`src/rtl/cpu_pkg.sv`:
```
package cpu_pkg;

  typedef enum logic [2:0] {
    LB  = 3'd0,
    LBU = 3'd1,
    LH  = 3'd2,
    LHU = 3'd3,
    LW  = 3'd4
  } load_t;

  typedef enum logic [1:0] {
    IDLE = 2'd0,
    WAIT = 2'd1,
    RESP = 2'd2
  } lsu_state_t;

  // Encodings outside load_t are checked as full words.
  function automatic logic addr_aligned(input load_t t, input logic [1:0] off);
    case (t)
      LB, LBU: return 1'b1;
      LH, LHU: return ~off[0];
      default: return off == 2'b00;
    endcase
  endfunction

endpackage

```
`src/rtl/load_extend.sv`:
```
module load_extend
  import cpu_pkg::*;
(
  input  logic [31:0] rdata,
  input  logic [1:0]  off,
  input  load_t       ltype,
  output logic [31:0] data
);

  logic [7:0]  lane_b;
  logic [15:0] lane_h;

  always_comb begin
    lane_b = rdata[31:24];
    case (off)
      2'd0:    lane_b = rdata[31:24];
      2'd1:    lane_b = rdata[23:16];
      2'd2:    lane_b = rdata[15:8];
      default: lane_b = rdata[7:0];
    endcase
    lane_h = off[1] ? rdata[15:0] : rdata[31:16];
  end

  always_comb begin
    data = rdata;
    case (ltype)
      LB:      data = {{24{lane_b[7]}}, lane_b};
      LBU:     data = {24'h000000, lane_b};
      LH:      data = {{16{lane_h[15]}}, lane_h};
      LHU:     data = {16'h0000, lane_h};
      default: data = rdata;
    endcase
  end

endmodule

```
`src/rtl/load_align_ctrl.sv`:
```
module load_align_ctrl
  import cpu_pkg::*;
#(
  parameter int unsigned TIMEOUT_CYCLES = 255
) (
  input  logic        Clock,
  input  logic        nReset,
  input  logic        ReqValid,
  input  logic [2:0]  ReqType,
  input  logic [31:0] ReqAddr,
  input  logic        Flush,
  output logic        MemRead,
  output logic [31:0] MemAddr,
  input  logic        MemReady,
  input  logic [31:0] MemRData,
  output logic        Stall,
  output logic        RespValid,
  output logic [31:0] Result,
  output logic        AddrErr,
  output logic        BusErr
);

  localparam int unsigned CNT_W = $clog2(TIMEOUT_CYCLES + 1);

  lsu_state_t       state;
  lsu_state_t       state_nx;
  load_t            req_type;
  load_t            type_q;
  logic [1:0]       off_q;
  logic [31:0]      addr_q;
  logic [31:0]      result_q;
  logic [31:0]      ext_data;
  logic [CNT_W-1:0] cnt_q;
  logic             flushed_q;
  logic             buserr_q;
  logic             addrerr_q;
  logic             aligned;
  logic             take;
  logic             timeout;

  assign req_type = load_t'(ReqType);
  assign aligned  = addr_aligned(req_type, ReqAddr[1:0]);
  assign take     = ReqValid & ~Flush & aligned;
  assign timeout  = (cnt_q == CNT_W'(TIMEOUT_CYCLES - 1));

  load_extend u_extend (
    .rdata (MemRData),
    .off   (off_q),
    .ltype (type_q),
    .data  (ext_data)
  );

  always_ff @(posedge Clock) begin
    if (!nReset) state <= IDLE;
    else         state <= state_nx;
  end

  always_comb begin
    state_nx = state;
    case (state)
      IDLE:    if (take) state_nx = WAIT;
      WAIT:    if (MemReady || timeout) state_nx = RESP;
      RESP:    state_nx = IDLE;
      default: state_nx = IDLE;
    endcase
  end

  always_comb begin
    MemRead   = 1'b0;
    Stall     = 1'b0;
    RespValid = 1'b0;
    BusErr    = 1'b0;
    case (state)
      IDLE: Stall = take;
      WAIT: begin
        MemRead = 1'b1;
        Stall   = 1'b1;
      end
      RESP: begin
        RespValid = ~flushed_q & ~Flush;
        BusErr    = buserr_q & ~flushed_q & ~Flush;
      end
      default: ;
    endcase
  end

  always_ff @(posedge Clock) begin
    if (!nReset) begin
      type_q    <= LB;
      off_q     <= '0;
      addr_q    <= '0;
      result_q  <= '0;
      cnt_q     <= '0;
      flushed_q <= 1'b0;
      buserr_q  <= 1'b0;
      addrerr_q <= 1'b0;
    end else begin
      addrerr_q <= (state == IDLE) & ReqValid & ~Flush & ~aligned;
      case (state)
        IDLE: begin
          buserr_q <= 1'b0;
          if (take) begin
            type_q <= req_type;
            off_q  <= ReqAddr[1:0];
            addr_q <= {ReqAddr[31:2], 2'b00};
          end
        end
        WAIT: begin
          cnt_q <= cnt_q + CNT_W'(1);
          if (Flush) flushed_q <= 1'b1;
          if (MemReady) begin
            result_q <= ext_data;
            buserr_q <= 1'b0;
          end else if (timeout) begin
            result_q <= '0;
            buserr_q <= 1'b1;
          end
        end
        RESP: begin
          flushed_q <= 1'b0;
          cnt_q     <= '0;
        end
        default: ;
      endcase
    end
  end

  assign MemAddr = addr_q;
  assign Result  = result_q;
  assign AddrErr = addrerr_q;

endmodule

```
`config.mk`:
```
export PLATFORM = sky130hd
export DESIGN_NAME = load_align_ctrl
export DESIGN_NICKNAME = d
export VERILOG_FILES = /design/src/rtl/cpu_pkg.sv /design/src/rtl/load_extend.sv /design/src/rtl/load_align_ctrl.sv
export SDC_FILE = /design/constraint.sdc
export NUM_CORES = 1
export LEC_CHECK = 0
export CELL_PAD_IN_SITES_DETAIL_PLACEMENT = 0
export CELL_PAD_IN_SITES_GLOBAL_PLACEMENT = 1
export CORE_ASPECT_RATIO = 0.6
export CORE_MARGIN = 8
export CORE_UTILIZATION = 30
export CTS_BUF_LIST = sky130_fd_sc_hd__clkbuf_16
export CTS_CLUSTER_SIZE = 12
export DETAILED_ROUTE_END_ITERATION = 7
export PLACE_DENSITY = 0.74
export SETUP_SLACK_MARGIN = 0.02
export SLEW_MARGIN = 20
export SYNTH_ARGS = -nofsm -noshare
export SYNTH_HDL_FRONTEND = slang
export SYNTH_HIERARCHICAL = 1
export SYNTH_SLANG_ARGS = --single-unit
```
`constraint.sdc`:
```
create_clock -name Clock -period 1.9 [get_ports Clock]
set_input_delay 0.19 -clock Clock [delete_from_list [all_inputs] [get_ports Clock]]
set_output_delay 0.19 -clock Clock [all_outputs]
set_load 0.01 [all_outputs]
```
==> results.sh, run 1 <==
export IMPL_status="finished clean"
export IMPL_die_y_microns=106
export IMPL_initial_core_util_pct=31.0
export IMPL_reg2regPathDepth=6
export IMPL_synth_adder_area_share_pct=1.56
export IMPL_clock_path_buffers=2
export IMPL_synthSimpleGateAreaFrac_pct=19.2
export IMPL_clk_pin_slew_ns=0.07
export IMPL_post_route_min_period_ns=1.86
export IMPL_grt_pass1_vias=3748
export IMPL_reg2reg_to="Result[24]$_SDFFE_PN0P_"
export IMPL_synth_ff_type="dfxtp_1"
export IMPL_die_x_microns=165
export IMPL_finalWirelength_microns=13800
export IMPL_hold_path_class="input pin to register"
export IMPL_postCtsSetupRepairBufs=0
export IMPL_htreeDepth=3
export IMPL_antenna_found_initial=0
export IMPL_routedWlPerCell_microns=17.6
export IMPL_postCtsHoldBufs=0
export IMPL_ys_types=45
export IMPL_cp_startpoint="off_q[1]$_SDFFE_PN0P_"
export IMPL_cts_tree="yes"
export IMPL_synth_edff_count=0
export IMPL_routabilityCongestion=0.881
export IMPL_synth_xor_area_share_pct=1.53
export IMPL_power_density_mw_per_mm2=740
export IMPL_ys_ff_latch=80
export IMPL_postRouteAntennaNets=0
export IMPL_worstSetupEndpointType="register"
export IMPL_synthTopCellsByArea="dfxtp_1 40%, nand2_1 8.2%, a22oi_1 5.8%"
export IMPL_critPathCapture="Result[24]$_SDFFE_PN0P_"
export IMPL_first_iter_violations=333
export IMPL_final_common_cell="clkdlybuf4s50_1"
export IMPL_finalSetupViolCount=0
export IMPL_cp_arrival_ns=2.08
export IMPL_reg2reg_slack_ns=0.04
export IMPL_maxSlewHeadroom_pct=57.8
export IMPL_diodes=0
export IMPL_max_freq_mhz=539
export IMPL_clock_sinks=80
export IMPL_area_growth_pct=49.7
export IMPL_skew_ns=0.0100
export IMPL_drtPass1Iterations=4
export IMPL_numPortBuffers=138
export IMPL_synth_top_family_by_area="compound AO/OA/AOI/OAI gates"
export IMPL_leakage_nw=2.16
export IMPL_syn_area_sq_mm=0.00402
export IMPL_post_route_drc_count=0
export IMPL_post_route_period_util_pct=97.6
export IMPL_grt_pass1_wl_microns=21500
export IMPL_synth_top_area_cell="dfxtp_1"
export IMPL_synth_warning_count=6
export IMPL_required_ns=2.13
export IMPL_clock_latency_ns=0.34
export IMPL_syn_avg_cell_area_sq_um=8.64
export IMPL_fin_nets=685
export IMPL_drv_slew=0
export IMPL_rsz0062_at_grt="true"
export IMPL_ios=141
export IMPL_layout_common_cells="134 x clkdlybuf4s50_1, 88 x nand2_1, 78 x dfxtp_1"
export IMPL_rows=32
export IMPL_grt_max_degree=37
export IMPL_grt_util_all_layers_pct=15.7
export IMPL_synth_top_cell_area_share_pct=39.9
export IMPL_holdPathStages=3
export IMPL_max_cap_violations=0
export IMPL_whs_ns=0.296
export IMPL_grt_overflow=0
export IMPL_cts_buffers=9
export IMPL_regToRegStartpoint="off_q[1]$_SDFFE_PN0P_"
export IMPL_hold_viol=0
export IMPL_synth_mux_area_fraction_pct=4.77
export IMPL_cp_max_fo=16
export IMPL_die_area_sq_mm=0.0175
export IMPL_async_flop_share_pct=0
export IMPL_hpwl_microns=10500
export IMPL_finalInstanceArea_sq_mm=0.00601
export IMPL_drive_gt1_share_pct=15.2
export IMPL_cts_root_buf="clkbuf_16"
export IMPL_yosysSeqAreaShare_pct=39.9
export IMPL_worstMarginPinSlew_ns=0.632
export IMPL_vias=3862
export IMPL_dpl_cell_area_sq_mm=0.00565
export IMPL_synth_compound_area_share_pct=25.3
export IMPL_synth_cells=465
export IMPL_core_area_sq_mm=0.0130
export IMPL_peakVddDrop_mv=0.374
export IMPL_worst_setup_path_type="register to register"
export IMPL_start_kind="register"
export IMPL_avgViaCountPerCell=4.94
## cell families after synthesis
family / after synthesis
simple gates: 162
compound gates: 135
flops: 80
buf+inv: 59
mux: 16
xor+xnor: 7
fa+ha+maj: 5
other cells: 1
## critical path, cell delays in order, from the launching register on
cell	delay, ns
dfxtp_4	0.37
mux4_2	0.55
a221oi_4	0.33
buf_12	0.19
a21oi_1	0.06
a22oi_2	0.19
nor2b_2	0.06
## registers in the layout, indices dropped and copies added, names as in the netlist
register,flops
buserr_q,1
AddrErr,1
state,2
Result,32
off_q,2
flushed_q,1
type_q,3
cnt_q,8
MemAddr,30
## per-layer routing
metal / GRT usage [%] / vias up / wire (microns)
met4: 2.66 / 0 / 91
met3: 5.48 / 9 / 1340
met2: 21.7 / 122 / 5660
met1: 23.0 / 1846 / 6700
li1: - / 1885 / -
met5: 0 / - / 0
## cells in the mapped netlist, types with 2 or more instances
library cell	instances
nand2_1	88
dfxtp_1	80
a21oi_1	34
a22oi_1	31
a21boi_1	30
nor2b_1	26
inv_1	23
nor2_1	20
mux2_2	15
clkbuf_1	13
buf_2	10
a22oi_2	9
buf_6	8
nor2b_2	8
o211ai_1	8
o221ai_1	7
xor2_1	6
a21boi_0	5
ha_1	5
buf_4	4
nor3_1	4
and3_1	3
a211oi_1	2
nand3_1	2
nand4_1	2
o21ai_0	2
o2bb2ai_1	2
## layout make-up
cell class	count	area, sq um
multi-input cells	327	2150
inverters	24	90.1
repair buffers	166	1630
fillers	1252	6960
flip-flops and latches	80	1610
well taps	170	213
clock buffers	9	225
clock inverters	5	98.8
## through the flow
stage	std cells	setup TNS [ns]	util [%]	power (mW)	setup WS (ns)
final	781	0	46.3	4.45	0.0448
after global routing	781	-0.0503	46.3	4.65	-0.0233
after CTS	781	0	46.1	4.49	0.0209
after detailed placement	767	-4.38	43.6	2.55	-0.217
after global placement	767	-3.71	43.6	2.54	-0.187
after floorplan	466	0	-	2.17	0.0619
## power by group
group          leakage, nW  total, mW  internal [mW]  switching, mW
Sequential           0.649       1.76           1.73         0.0325
Combinational         1.35      0.763          0.405          0.357
Clock                0.163       1.93           1.26          0.666
## worst min path at each step
stage	from	endpoint	slack [ns]
detailed placement	MemAddr[28]$_SDFFE_PN0P_	MemAddr[28]$_SDFFE_PN0P_	0.44
finish	nReset	AddrErr$_SDFF_PN0_	0.30
global placement	MemAddr[17]$_SDFFE_PN0P_	MemAddr[17]$_SDFFE_PN0P_	0.44
floorplan	ReqAddr[0]	off_q[0]$_SDFFE_PN0P_	0.32
CTS	nReset	AddrErr$_SDFF_PN0_	0.28
global route	nReset	AddrErr$_SDFF_PN0_	0.31
## repair_timing
item | in CTS | in global routing
endpoints found under the setup margin | 19 | 24
pin swaps | 0 | 0
gates resized for setup | 8 | 10
cloned | 0 | 0
Note: power is estimated with default switching activity, not from simulation.
==> run 2: changes to the inputs <==
- CORE_UTILIZATION: 30 -> 31
- CTS_BUF_LIST: sky130_fd_sc_hd__clkbuf_16 -> sky130_fd_sc_hd__clkbuf_8
- GPL_TIMING_DRIVEN: default -> 0
- PLACE_DENSITY: 0.74 -> 0.76
==> results.sh, run 2 (same netlist as run 1, synthesis figures left out) <==
export IMPL_status="finished with violations"
export IMPL_violations="setup timing"
export IMPL_worst_slack_ns=-0.0601
export IMPL_skew_ns=0.0135
export IMPL_grt_overflow=0
export IMPL_rsz0062_at_grt="true"
export IMPL_maxSlewHeadroom_pct=55.7
export IMPL_drv_slew=0
export IMPL_cpPeakStageDelay_ns=0.54
export IMPL_initial_core_util_pct=31.5
export IMPL_max_freq_mhz=510
export IMPL_start_kind="register"
export IMPL_post_route_drc_count=0
export IMPL_finalWirelength_microns=14700
export IMPL_final_core_util_pct=47.5
export IMPL_numPortBuffers=137
export IMPL_post_route_period_util_pct=103
export IMPL_vias=3933
export IMPL_first_iter_violations=302
export IMPL_required_ns=2.15
export IMPL_grt_pass1_vias=3844
export IMPL_clock_sinks=80
export IMPL_fin_nets=701
export IMPL_hold_viol=0
export IMPL_clock_latency_ns=0.35
export IMPL_grt_max_degree=14
export IMPL_layout_common_cells="134 x clkdlybuf4s50_1, 87 x nand2_1, 77 x dfxtp_1"
export IMPL_grt_util_all_layers_pct=16.9
export IMPL_rows=32
export IMPL_postRouteAntennaNets=0
export IMPL_peakVddDrop_mv=0.329
export IMPL_die_x_microns=163
export IMPL_cp_max_fo=5
export IMPL_finalInstanceArea_sq_mm=0.00605
export IMPL_antenna_found_initial=0
export IMPL_max_cap_violations=0
export IMPL_routabilityCongestion=0.930
export IMPL_worstMarginPinSlew_ns=0.665
export IMPL_drive_gt1_share_pct=18.3
export IMPL_routedWlPerCell_microns=18.3
export IMPL_path_buf_inv=2
export IMPL_dpl_cell_area_sq_mm=0.00560
export IMPL_die_y_microns=104
export IMPL_htreeDepth=3
export IMPL_final_common_cell="clkdlybuf4s50_1"
export IMPL_core_area_sq_mm=0.0127
export IMPL_diodes=0
export IMPL_drtPass1Iterations=5
export IMPL_post_route_min_period_ns=1.96
export IMPL_clk_pin_slew_ns=0.09
export IMPL_critical_path_top_delay_family="compound AO/OA/AOI/OAI gates"
export IMPL_crit_slowest_cell="mux4_2"
export IMPL_power_density_mw_per_mm2=664
export IMPL_worst_setup_path_type="register to register"
export IMPL_cts_buffers=9
export IMPL_die_area_sq_mm=0.0170
export IMPL_worstPathCellList="mux4_2, a221oi_4, buf_6, buf_8, a21oi_1, a22oi_2, nor2b_2"
export IMPL_cp_arrival_ns=2.21
export IMPL_fin_setup_tns_ns=-0.453
export IMPL_area_growth_pct=50.6
export IMPL_leakage_nw=2.16
export IMPL_cts_tree="yes"
export IMPL_grt_pass1_wl_microns=22400
export IMPL_hold_path_class="input pin to register"
export IMPL_whs_ns=0.201
export IMPL_hpwl_microns=11500
export IMPL_clock_path_buffers=2
export IMPL_largest_reg_flops=32
export IMPL_worstSetupEndpointType="register"
export IMPL_finalSetupViolCount=15
export IMPL_cts_root_buf="clkbuf_8"
export IMPL_avgViaCountPerCell=4.92
export IMPL_ios=141
-- run 2: changes by cell type in the layout (fill, tap and decap cells not counted), sizes merged --
cell      delta
clkinvlp     +2
clkbuf      +12
bufinv       -1
buf          +5
-- run 2: what timing repair did --
| action | CTS | global route |
|---|---|---|
| setup buffers | 6 | 3 |
| gates cloned | 1 | 0 |
| hold buffers | 0 | 0 |
| pin swaps | 9 | 11 |
| setup endpoints to repair | 23 | 33 |
| gates resized for setup | 40 | 16 |
-- run 2: final timing paths --
path | start | endpoint | slack [ns] | depth (start not counted)
worst max-delay path | off_q[1]$_SDFFE_PN0P_ | Result[25]$_SDFFE_PN0P_ | -0.06 | 7
worst min-delay path | nReset | AddrErr$_SDFF_PN0_ | 0.20 | 3
worst max register to register | off_q[1]$_SDFFE_PN0P_ | Result[25]$_SDFFE_PN0P_ | -0.06 | 7
worst min register to register | MemAddr[2]$_SDFFE_PN0P_ | MemAddr[2]$_SDFFE_PN0P_ | 0.46 | 2
-- run 2: layout make-up --
| cell class | count | area, sq um |
|---|---|---|
| buffer | 35 | 243 |
| fill | 1232 | 6680 |
| tap | 170 | 213 |
| timing repair buffer | 147 | 1460 |
| clock buffer | 10 | 138 |
| inverter | 24 | 90.1 |
| multi-input combinational | 327 | 2220 |
| sequential | 80 | 1610 |
| clock inverter | 6 | 83.8 |
-- run 2: where the power goes --
group | internal (mW) | switching [mW]
sequential | 1.72 | 0.0320
combinational | 0.441 | 0.400
clock | 0.769 | 0.647
total | 2.94 | 1.08
-- run 2: per-layer routing --
metal | share of wire, % | wire, microns | vias to the layer above | track usage [%]
met3 | 9.1 | 1340 | 9 | 4.70
met5 | 0 | 0 | - | 0
met1 | 49 | 7180 | 1833 | 25.1
met4 | 0.55 | 81 | 0 | 2.61
met2 | 41 | 6060 | 159 | 23.8
li1 | - | - | 1932 | -
-- run 2: worst reg2reg max path: cells and delay by family, from the launching register on --
kind                   cells  cell delay [ns]
AOI/OAI and AO/OA          3             0.58
DFF                        1             0.37
buffers and inverters      2             0.33
and+or+nand+nor            1             0.05
muxes                      1             0.54
-- run 2: per-stage QoR --
step / std cells / setup WS, ns / power (mW)
2_1_floorplan: 466 / 0.0619 / 2.17
3_3_place_gp: 773 / -0.534 / 2.54
3_5_place_dp: 773 / -0.537 / 2.54
4_1_cts: 796 / -0.0340 / 4.05
5_1_grt: 799 / -0.136 / 4.21
6_report: 799 / -0.0601 / 4.01
==> run 3: changes to the inputs <==
- SLEW_MARGIN: 20 -> 5
==> results of run 3 <==
The final DEF is identical to that of run 2; final timing and power are the same.
